**src/rtl/approx_adder_pipe.sv**
```systemverilog
// Approximate adder with per-transaction exact/approx mode and on-line error statistics.
// Latency 2 cycles, 1/cycle throughput; out_ready low stalls stage 2, then stage 1, then in_ready.
module approx_adder_pipe #(
    parameter int WIDTH       = 8,
    parameter int APPROX_BITS = 4,
    parameter int CNT_W       = 16,
    parameter int ERR_W       = 24
) (
    input  logic             clock,
    input  logic             reset_n,
    input  logic             in_valid,
    output logic             in_ready,
    input  logic [WIDTH-1:0] x,
    input  logic [WIDTH-1:0] y,
    input  logic             cin,
    input  logic             approx_en,
    output logic             out_valid,
    input  logic             out_ready,
    output logic [WIDTH:0]   out_sum,
    output logic [WIDTH:0]   out_err,
    input  logic             stats_clear,
    output logic [CNT_W-1:0] op_count,
    output logic [ERR_W-1:0] err_accum,
    output logic [WIDTH:0]   err_max
);
    localparam int K  = APPROX_BITS;
    localparam int AW = ((ERR_W > WIDTH + 1) ? ERR_W : WIDTH + 1) + 1;
    localparam logic [AW-1:0] ACC_MAX = AW'({ERR_W{1'b1}});

    logic             s1_valid_q, s2_valid_q;
    logic             s1_adv, s2_adv, out_xfer;
    logic [WIDTH-1:0] s1_x_q, s1_y_q;
    logic             s1_cin_q, s1_apx_q;
    logic [WIDTH:0]   out_sum_q, out_err_q;
    logic [WIDTH:0]   exact_sum, approx_sum, res_sum, res_err;

    logic [CNT_W-1:0] cnt_q, cnt_d;
    logic [ERR_W-1:0] acc_q, acc_d;
    logic [WIDTH:0]   max_q, max_d;
    logic [AW-1:0]    acc_sum;

    assign s2_adv   = !s2_valid_q || out_ready;
    assign s1_adv   = !s1_valid_q || s2_adv;
    assign in_ready = s1_adv;
    assign out_xfer = s2_valid_q && out_ready;

    // Stage 1: operand capture
    always_ff @(posedge clock or negedge reset_n) begin
        if (!reset_n) begin
            s1_valid_q <= 1'b0;
            s1_x_q     <= '0;
            s1_y_q     <= '0;
            s1_cin_q   <= 1'b0;
            s1_apx_q   <= 1'b0;
        end else if (s1_adv) begin
            s1_valid_q <= in_valid;
            if (in_valid) begin
                s1_x_q   <= x;
                s1_y_q   <= y;
                s1_cin_q <= cin;
                s1_apx_q <= approx_en;
            end
        end
    end

    assign exact_sum = {1'b0, s1_x_q} + {1'b0, s1_y_q} + {{WIDTH{1'b0}}, s1_cin_q};

    generate
        if (K == 0) begin : g_exact_only
            assign approx_sum = exact_sum;
        end else begin : g_approx
            logic [WIDTH-K:0] hi;
            // Low bits pass y through; x[K-1] stands in for the real carry into bit K.
            assign hi = {1'b0, s1_x_q[WIDTH-1:K]} + {1'b0, s1_y_q[WIDTH-1:K]}
                      + {{(WIDTH-K){1'b0}}, s1_x_q[K-1]};
            assign approx_sum = {hi, s1_y_q[K-1:0]};
        end
    endgenerate

    assign res_sum = s1_apx_q ? approx_sum : exact_sum;
    // Both operands are non-negative WIDTH+1 values, so the magnitude never needs the extra bit.
    assign res_err = (exact_sum >= res_sum) ? (exact_sum - res_sum) : (res_sum - exact_sum);

    // Stage 2: result register
    always_ff @(posedge clock or negedge reset_n) begin
        if (!reset_n) begin
            s2_valid_q <= 1'b0;
            out_sum_q  <= '0;
            out_err_q  <= '0;
        end else if (s2_adv) begin
            s2_valid_q <= s1_valid_q;
            if (s1_valid_q) begin
                out_sum_q <= res_sum;
                out_err_q <= res_err;
            end
        end
    end

    assign out_valid = s2_valid_q;
    assign out_sum   = out_sum_q;
    assign out_err   = out_err_q;

    assign acc_sum = AW'(acc_q) + AW'(out_err_q);

    always_comb begin
        cnt_d = cnt_q;
        acc_d = acc_q;
        max_d = max_q;
        if (stats_clear) begin
            cnt_d = '0;
            acc_d = '0;
            max_d = '0;
        end else if (out_xfer) begin
            if (cnt_q != {CNT_W{1'b1}}) cnt_d = cnt_q + 1'b1;
            acc_d = (acc_sum > ACC_MAX) ? {ERR_W{1'b1}} : acc_sum[ERR_W-1:0];
            if (out_err_q > max_q) max_d = out_err_q;
        end
    end

    always_ff @(posedge clock or negedge reset_n) begin
        if (!reset_n) begin
            cnt_q <= '0;
            acc_q <= '0;
            max_q <= '0;
        end else begin
            cnt_q <= cnt_d;
            acc_q <= acc_d;
            max_q <= max_d;
        end
    end

    assign op_count  = cnt_q;
    assign err_accum = acc_q;
    assign err_max   = max_q;
endmodule

```
**config.mk**
```make
export PLATFORM = sky130hd
export DESIGN_NAME = approx_adder_pipe
export DESIGN_NICKNAME = d
export VERILOG_FILES = /design/src/rtl/approx_adder_pipe.sv
export SDC_FILE = /design/constraint.sdc
export NUM_CORES = 1
export LEC_CHECK = 0
export ABC_AREA = 1
export CORE_MARGIN = 2
export CORE_UTILIZATION = 55
export CTS_CLUSTER_DIAMETER = 30
export DETAILED_ROUTE_END_ITERATION = 10
export PLACE_DENSITY_LB_ADDON = 0.1
export SLEW_MARGIN = 20
export SYNTH_ARGS = -nofsm -noshare
export SYNTH_HDL_FRONTEND = slang
export SYNTH_SLANG_ARGS = --single-unit
```
**constraint.sdc**
```tcl
create_clock -name clock -period 5.5 [get_ports clock]
set_input_delay 0.825 -clock clock [delete_from_list [all_inputs] [get_ports clock]]
set_output_delay 0.825 -clock clock [all_outputs]
set_load 0.05 [all_outputs]
```
==> results of run 1 <==
-- registers in the layout, summed over array words and instances, names as in the netlist, 8 cells and up --
register / cells
out_err: 9
err_accum: 24
out_sum: 9
s1_y_q: 8
s1_x_q: 8
err_max: 9
op_count: 16
-- power by group through the flow --
stage	combinational, uW	clock (uW)	sequential, uW
final	2320	727	908
after global placement	2280	0	918
after floorplan	1410	0	1200
after global routing	2590	758	924
after CTS	2320	734	908
after detailed placement	2300	0	917
-- cell families (layout without fill, tap and decap cells) --
family,count (synthesis),count (layout)
xor+xnor,23,23
mux,15,15
fa+ha+maj,50,50
compound gates,80,80
buf+inv,142,233
simple gates,556,556
flops,87,87
-- synth_stat cells, drive strengths merged --
cell | n | share of area
nand3 | 80 | 0.069
xor2 | 17 | 0.022
o211ai | 1 | 0.0019
a31o | 3 | 0.0039
nand2 | 358 | 0.20
nand3b | 4 | 0.0045
o21ai | 39 | 0.029
nor3b | 1 | 0.0011
a21o | 1 | 0.0011
nor2 | 59 | 0.036
mux2 | 15 | 0.025
fa | 7 | 0.021
o21a | 2 | 0.0022
dlygate4sd1 | 1 | 0.0013
clkinv | 3 | 0.0017
xnor2 | 6 | 0.0078
nand4 | 34 | 0.033
nand2b | 1 | 0.00093
nor4 | 1 | 0.00093
nor3 | 10 | 0.0097
o21bai | 3 | 0.0034
clkbuf | 9 | 0.0075
and2 | 2 | 0.0019
dfrtp | 87 | 0.32
buf | 10 | 0.0093
o31ai | 6 | 0.0067
a21oi | 25 | 0.021
inv | 119 | 0.067
or2 | 6 | 0.0056
ha | 43 | 0.080
-- layout make-up --
type,instances,share of cell area
clock buffer,11,0.0301
clock inverter,5,0.0130
timing repair buffer,95,0.116
multi-input combinational,724,0.491
tap,147,0.0228
inverter,122,0.0568
sequential,87,0.270
-- cell usage in the layout (no fill, tap or decap), types with 2 or more instances in the layout --
| cell | netlist | final |
|---|---|---|
| clkbuf_16 | 0 | 9 |
| and2_1 | 2 | 2 |
| nand3_2 | 8 | 8 |
| inv_2 | 2 | 2 |
| ha_1 | 43 | 43 |
| o21a_1 | 2 | 2 |
| nand3b_1 | 4 | 4 |
| nor2_1 | 56 | 56 |
| nand2_2 | 6 | 6 |
| nand4_1 | 33 | 33 |
| bufinv_16 | 0 | 3 |
| xor2_1 | 17 | 17 |
| nor3_1 | 7 | 7 |
| clkdlybuf4s50_1 | 0 | 90 |
| o31ai_1 | 6 | 6 |
| fa_1 | 7 | 7 |
| dfrtp_1 | 87 | 87 |
| nor3_2 | 3 | 3 |
| clkinv_1 | 3 | 3 |
| or2_2 | 5 | 5 |
| o21ai_0 | 32 | 32 |
| buf_4 | 3 | 5 |
| nor2_4 | 2 | 2 |
| a31o_2 | 3 | 3 |
| nand2_1 | 352 | 352 |
| a21oi_1 | 23 | 23 |
| inv_1 | 117 | 117 |
| nand3_1 | 70 | 70 |
| o21ai_1 | 7 | 7 |
| xnor2_1 | 6 | 6 |
| clkinvlp_4 | 0 | 2 |
| mux2_2 | 15 | 15 |
| o21bai_1 | 3 | 3 |
| nand3_4 | 2 | 2 |
-- routing by layer --
metal / vias to the layer above / part of all wire / global-route usage
met2: 155 / 0.48 / 0.454
met3: 27 / 0.039 / 0.0355
li1: 3235 / - / -
met5: - / 0 / 0
met4: 0 / 0.022 / 0.0902
met1: 2866 / 0.45 / 0.341
-- per-stage QoR --
step           hold WS [ns]  setup slack [ns]  power [uW]  cells
6_report              0.419              2.03        3960   1191
5_1_grt               0.460              1.79        4270   1191
4_1_cts               0.441              2.02        3960   1191
3_5_place_dp          0.472              2.03        3220   1175
3_3_place_gp          0.467              2.13        3200   1175
2_1_floorplan         0.483              2.35        2610    953
-- how the worst max path moves through the flow --
stage	cells past startpoint	slack (ns)	from	end
global placement	13	2.13	s1_x_q[0]	out_err[8]
global route	20	1.79	s1_x_q[0]	out_err[4]
detailed placement	13	2.03	s1_x_q[0]	out_err[8]
finish	13	2.03	s1_x_q[0]	out_err[8]
CTS	13	2.02	s1_x_q[0]	out_err[8]
floorplan	13	2.35	s1_x_q[0]	out_err[8]
==> metrics.csv, run 1 <==
stage,metric,value,unit
grt,antenna_found_initial,0,
cts,cts-root-buf,clkbuf_16,
power_and_ir_drop,power_frac_comb,0.587,
setup_path,crit_type,flip-flop to flip-flop,
logic_synthesis,synth_mux_area_frac,0.0251,
grt,grt_start_max_net_pins,53,
setup_path,r2r_start,s1_x_q[0],
setup_path,reg2reg_depth,13,
cts,cts_resized,0,
routing,drt_wl_total,16.7,mm
setup_path,path_buf_inv,1,
routing,num_vias,6283,
routing,wire_per_inst,14.1,um
final_layout,final_area,8070,sq um
routing,drtIter0Drc,356,
logic_synthesis,synthXorXnorAreaFrac,0.0300,
routing,final_antenna_net_count,0,
final_layout,final_nets,1112,
routing,drcViolationCount,0,
floorplan,core_area,12000,sq um
hold_path,hold_path.class,input pin to asynchronous set/reset pin,
placement,globalplace.congestion,0.936,
cts,clock-sinks,87,
sta,relSlewSlack,0.400,
floorplan,die_w,115,um
power_and_ir_drop,leakage,0.00413,uW
sta,period_share,0.630,
final_layout,utilization,0.674,
placement,place_area,7720,sq um
grt,gr-total-overflow,0,
routing,via_per_inst,5.28,
final_layout,antenna_cells,0,
final_layout,fillers,1075,
logic_synthesis,syn_inst,953,
setup_path,crit_slowest_cell,fa_1,
sta,worst_slew_pin_slew,0.896,ns
grt,grt.total_usage,0.264,
floorplan,num_rows,40,
cts,clkLatencyLatePin,0.35,ns
setup_path,r2r-end,out_err[8],
logic_synthesis,synth_adder_area_share,0.101,
status,outcome,completed,
sta,slew_violations,0,
cts,path_clk_slew,0.07,ns
power_and_ir_drop,p_per_area,490,nW/um^2
power_and_ir_drop,sequentialPowerShare,0.230,
power_and_ir_drop,switchingPower,1930,uW
logic_synthesis,yosysSeqAreaShare,0.324,
setup_path,cpPeakStageDelay,0.53,ns
logic_synthesis,syn-num-nets,1026,
power_and_ir_drop,ir_worst_vdd,395,uV
setup_path,cp-end-kind,flip-flop,
cts,cts_tree,yes,
power_and_ir_drop,intPower,2020,uW
sta,fin_tns_setup,0,ns
cts,cts_setup_buffers,0,
grt,grt_pass1_vias,5842,
floorplan,initial_core_util,0.562,
grt,grt_pass1_wl,27.6,mm
cts,cts_made_buffers,9,
floorplan,dieArea,13100,sq um
cts,htreeDepth,3,
logic_synthesis,synth.avg_cell_area,7.05,sq um
sta,fin_crit,3.47,ns
sta,hold_viol,0,
setup_path,cp_cell_sequence,fa_1 -> fa_1 -> o21ai_0 -> inv_1 -> fa_1 -> o21ai_0 -> nand2_1 -> nand3_1 -> nand2_1 -> nand2_1 -> nand2_1 -> nand2_1 -> nand2_1,
logic_synthesis,ys_ff_latch,87,
logic_synthesis,synth-compound-area-share,0.0691,
final_layout,synthToLayoutAreaGrowth,20.1,%
floorplan,die-height,115,um
cts,clk_path_buf_depth,2,
final_layout,multi_input_area,3960,sq um
setup_path,cp_top_family,adder cells,
sta,timing.fmax,288,MHz
setup_path,cp.arrival,3.72,ns
final_layout,seq_area,2180,sq um
routing,drt-pass1-iter-count,5,
sta,setup-violations-final,0,
logic_synthesis,synth_top_family_by_area,simple AND/OR/NAND/NOR gates,
power_and_ir_drop,clkPwrFrac,0.184,
placement,io_buffers,91,
placement,dp_hpwl,12.6,mm
power_and_ir_drop,p_sw_frac,0.488,
setup_path,path_common_cell,nand2_1,
setup_path,critPathLaunchType,flip-flop,
setup_path,reg2reg_setup_slack,2.03,ns
cts,cts_hold_buf,0,
logic_synthesis,yosys_warnings,0,
sta,finalClockSkew,0.00738,ns
sta,grt_setup_unrepaired,false,
setup_path,crit_fanout,4,
setup_path,crit_required,5.75,ns
logic_synthesis,syn_area,6720,sq um
logic_synthesis,yosysUniqueCellTypes,48,
floorplan,io_pins,92,
final_layout,final_layout_size_suffix_gt1_frac,0.0680,
flow_run,cap_violations,0,
logic_synthesis,synth_simple_gate_area_share,0.364,
Power figures use the tool's default switching activity.
==> run 2: changes to the inputs <==
Clock period 5.5 ns to 3.41 ns, I/O delays scaled along.
==> run 2 against run 1 <==
Against the previous run: clock power grew 42%; worst setup slack worse by 1.8 ns; final cell count up 0.92%; global-route usage is 0.25 points higher; sequential power is 62% higher; design area increased by 0.95%; non-clock buffer count is 11 higher; utilization up 0.64 points; clock skew decreased by 0.0018 ns; via count increased by 1.2%; worst hold slack got worse by 0.16 ns; critical path depth is 3 higher; largest cell class unchanged.
==> metrics.csv, run 2 (synthesized netlist as in run 1, its figures left out) <==
stage,metric,value,unit,change
status,outcome,completed,,
cts,cts_made_buffers,9,,unchanged
setup_path,reg2reg_depth,16,,+3
setup_path,cp_cell_sequence,ha_1 -> a21oi_1 -> or2_2 -> nand3_1 -> nand3_1 -> o21bai_2 -> inv_1 -> ha_1 -> inv_1 -> o21bai_1 -> nor2_1 -> nand3_1 -> nor2_4 -> nand2_1 -> nand3_1 -> o21ai_1,,
routing,drtIter0Drc,443,,+24%
placement,io_buffers,91,,unchanged
final_layout,synthToLayoutAreaGrowth,21.2,%,
sta,slew_violations,0,,unchanged
setup_path,path_buf_inv,2,,+1
flow_run,cap_violations,0,,unchanged
floorplan,io_pins,92,,unchanged
sta,hold_viol,0,,unchanged
placement,place_area,7780,sq um,+0.88%
grt,grt_start_max_net_pins,63,,+19%
power_and_ir_drop,leakage,0.00417,uW,+0.91%
setup_path,cp.arrival,3.41,ns,-0.31 ns
setup_path,critPathLaunchType,flip-flop,,
setup_path,cp-end-kind,flip-flop,,
sta,finalClockSkew,0.00560,ns,-0.00178 ns
power_and_ir_drop,p_per_area,784,nW/um^2,+60%
placement,globalplace.congestion,0.906,,-3.2%
final_layout,largest_register_ff_count,24,,unchanged
final_layout,layout_commonest_cell,nand2_1,,
routing,drt-pass1-iter-count,5,,unchanged
grt,grt_pass1_wl,27.8,mm,+0.67%
routing,drcViolationCount,0,,unchanged
hold_path,hold_path.class,input pin to asynchronous set/reset pin,,
power_and_ir_drop,ir_worst_vdd,666,uV,+68%
floorplan,die_w,115,um,unchanged
setup_path,crit_cells,16,,+3
final_layout,final_cell_mix,"nand2_1, inv_1, clkdlybuf4s50_1",,
cts,clkLatencyLatePin,0.35,ns,about the same
routing,num_vias,6356,,+1.2%
setup_path,crit_slowest_cell,dfrtp_1,,
cts,clk_path_buf_depth,2,,unchanged
final_layout,final_area,8140,sq um,+0.95%
grt,grt.total_usage,0.266,,+0.00246
cts,cts_hold_buf,0,,unchanged
setup_path,cp_top_family,simple AND/OR/NAND/NOR gates,,
grt,grt_pass1_vias,5781,,-1.0%
floorplan,core_area,12000,sq um,unchanged
cts,path_clk_slew,0.07,ns,about the same
cts,cts-root-buf,clkbuf_16,,
setup_path,crit_required,3.64,ns,-2.11 ns
floorplan,num_rows,40,,unchanged
cts,htreeDepth,3,,unchanged
sta,grt_setup_unrepaired,false,,
setup_path,crit_fanout,8,,+4
sta,setup-violations-final,0,,unchanged
final_layout,final_layout_size_suffix_gt1_frac,0.0825,,+0.0145
cts,clock-sinks,87,,unchanged
sta,fin_crit,3.18,ns,-0.292 ns
grt,antenna_found_initial,0,,unchanged
setup_path,path_common_cell,nand3_1,,
routing,wire_per_inst,13.9,um,-1.4%
routing,final_antenna_net_count,0,,unchanged
floorplan,dieArea,13100,sq um,unchanged
setup_path,cpPeakStageDelay,0.42,ns,-0.11 ns
final_layout,antenna_cells,0,,unchanged
final_layout,final_nets,1123,,+0.99%
setup_path,crit_type,flip-flop to flip-flop,,
floorplan,initial_core_util,0.562,,unchanged
cts,cts_tree,yes,,
final_layout,utilization,0.681,,+0.00638
floorplan,die-height,115,um,unchanged
sta,period_share,0.931,,+0.301
routing,drt_wl_total,16.7,mm,-0.53%
sta,fin_tns_setup,0,ns,unchanged
routing,via_per_inst,5.29,,+0.24%
sta,relSlewSlack,0.441,,+0.0403
grt,gr-total-overflow,0,,unchanged
placement,dp_hpwl,12.8,mm,+1.8%
sta,timing.fmax,315,MHz,+9.2%
sta,worst_slew_pin_slew,0.837,ns,-0.0592 ns
-- run 2: cell count changes in the layout (fill, tap and decap cells not counted), sizes merged --
| cell | delta |
|---|---|
| clkbuf | +1 |
| bufinv | -2 |
| buf | +11 |
| clkinv | +1 |
-- run 2: area by class of cell --
| class | count | area, sq um |
|---|---|---|
| inverter | 122 | 458 |
| clock buffer | 12 | 256 |
| timing repair buffer | 106 | 1020 |
| fill | 1059 | 3820 |
| sequential | 87 | 2180 |
| clock inverter | 4 | 53.8 |
| multi-input combinational | 724 | 3990 |
| tap | 147 | 184 |
-- run 2: timing repair --
| action | 4_1_cts | 5_1_grt |
|---|---|---|
| gates resized for setup | 0 | 7 |
| setup buffers | 0 | 2 |
| setup endpoints to repair | 0 | 8 |
-- run 2: layer usage --
layer | routed length, um | track usage | vias up | part of all wire
li1 | - | - | 3257 | -
met5 | 0 | 0 | - | 0
met1 | 7730 | 0.362 | 2927 | 0.46
met3 | 685 | 0.0339 | 25 | 0.041
met4 | 306 | 0.0911 | 0 | 0.018
met2 | 7940 | 0.439 | 147 | 0.48
-- run 2: where the power goes --
group	internal (uW)	total (uW)	leakage, uW	switching, uW
Sequential	1230	1470	0.00113	244
Combinational	1400	3880	0.00289	2480
Clock	610	1030	0.000145	423
-- run 2: through the flow --
step | std cells | power [uW] | hold slack (ns) | setup slack, ns
floorplan | 953 | 4210 | 0.216 | 0.259
global placement | 1184 | 5250 | 0.468 | 0.115
detailed placement | 1184 | 5280 | 0.472 | 0.0377
CTS | 1200 | 6340 | 0.280 | 0.00866
global route | 1202 | 6940 | 0.325 | 0.000505
finish | 1202 | 6380 | 0.254 | 0.235
-- run 2: final timing paths --
| check | end | slack [ns] | start |
|---|---|---|---|
| worst max-delay path | out_err[1] | 0.23 | s1_x_q[3] |
| worst min-delay path | err_max[8] | 0.25 | reset_n |
| worst max register to register | out_err[1] | 0.23 | s1_x_q[3] |
| worst min register to register | out_sum[8] | 0.49 | out_sum[8] |
| max in group asynchronous | op_count[0] | 2.45 | reset_n |
| min in group clock | out_sum[8] | 0.49 | out_sum[8] |
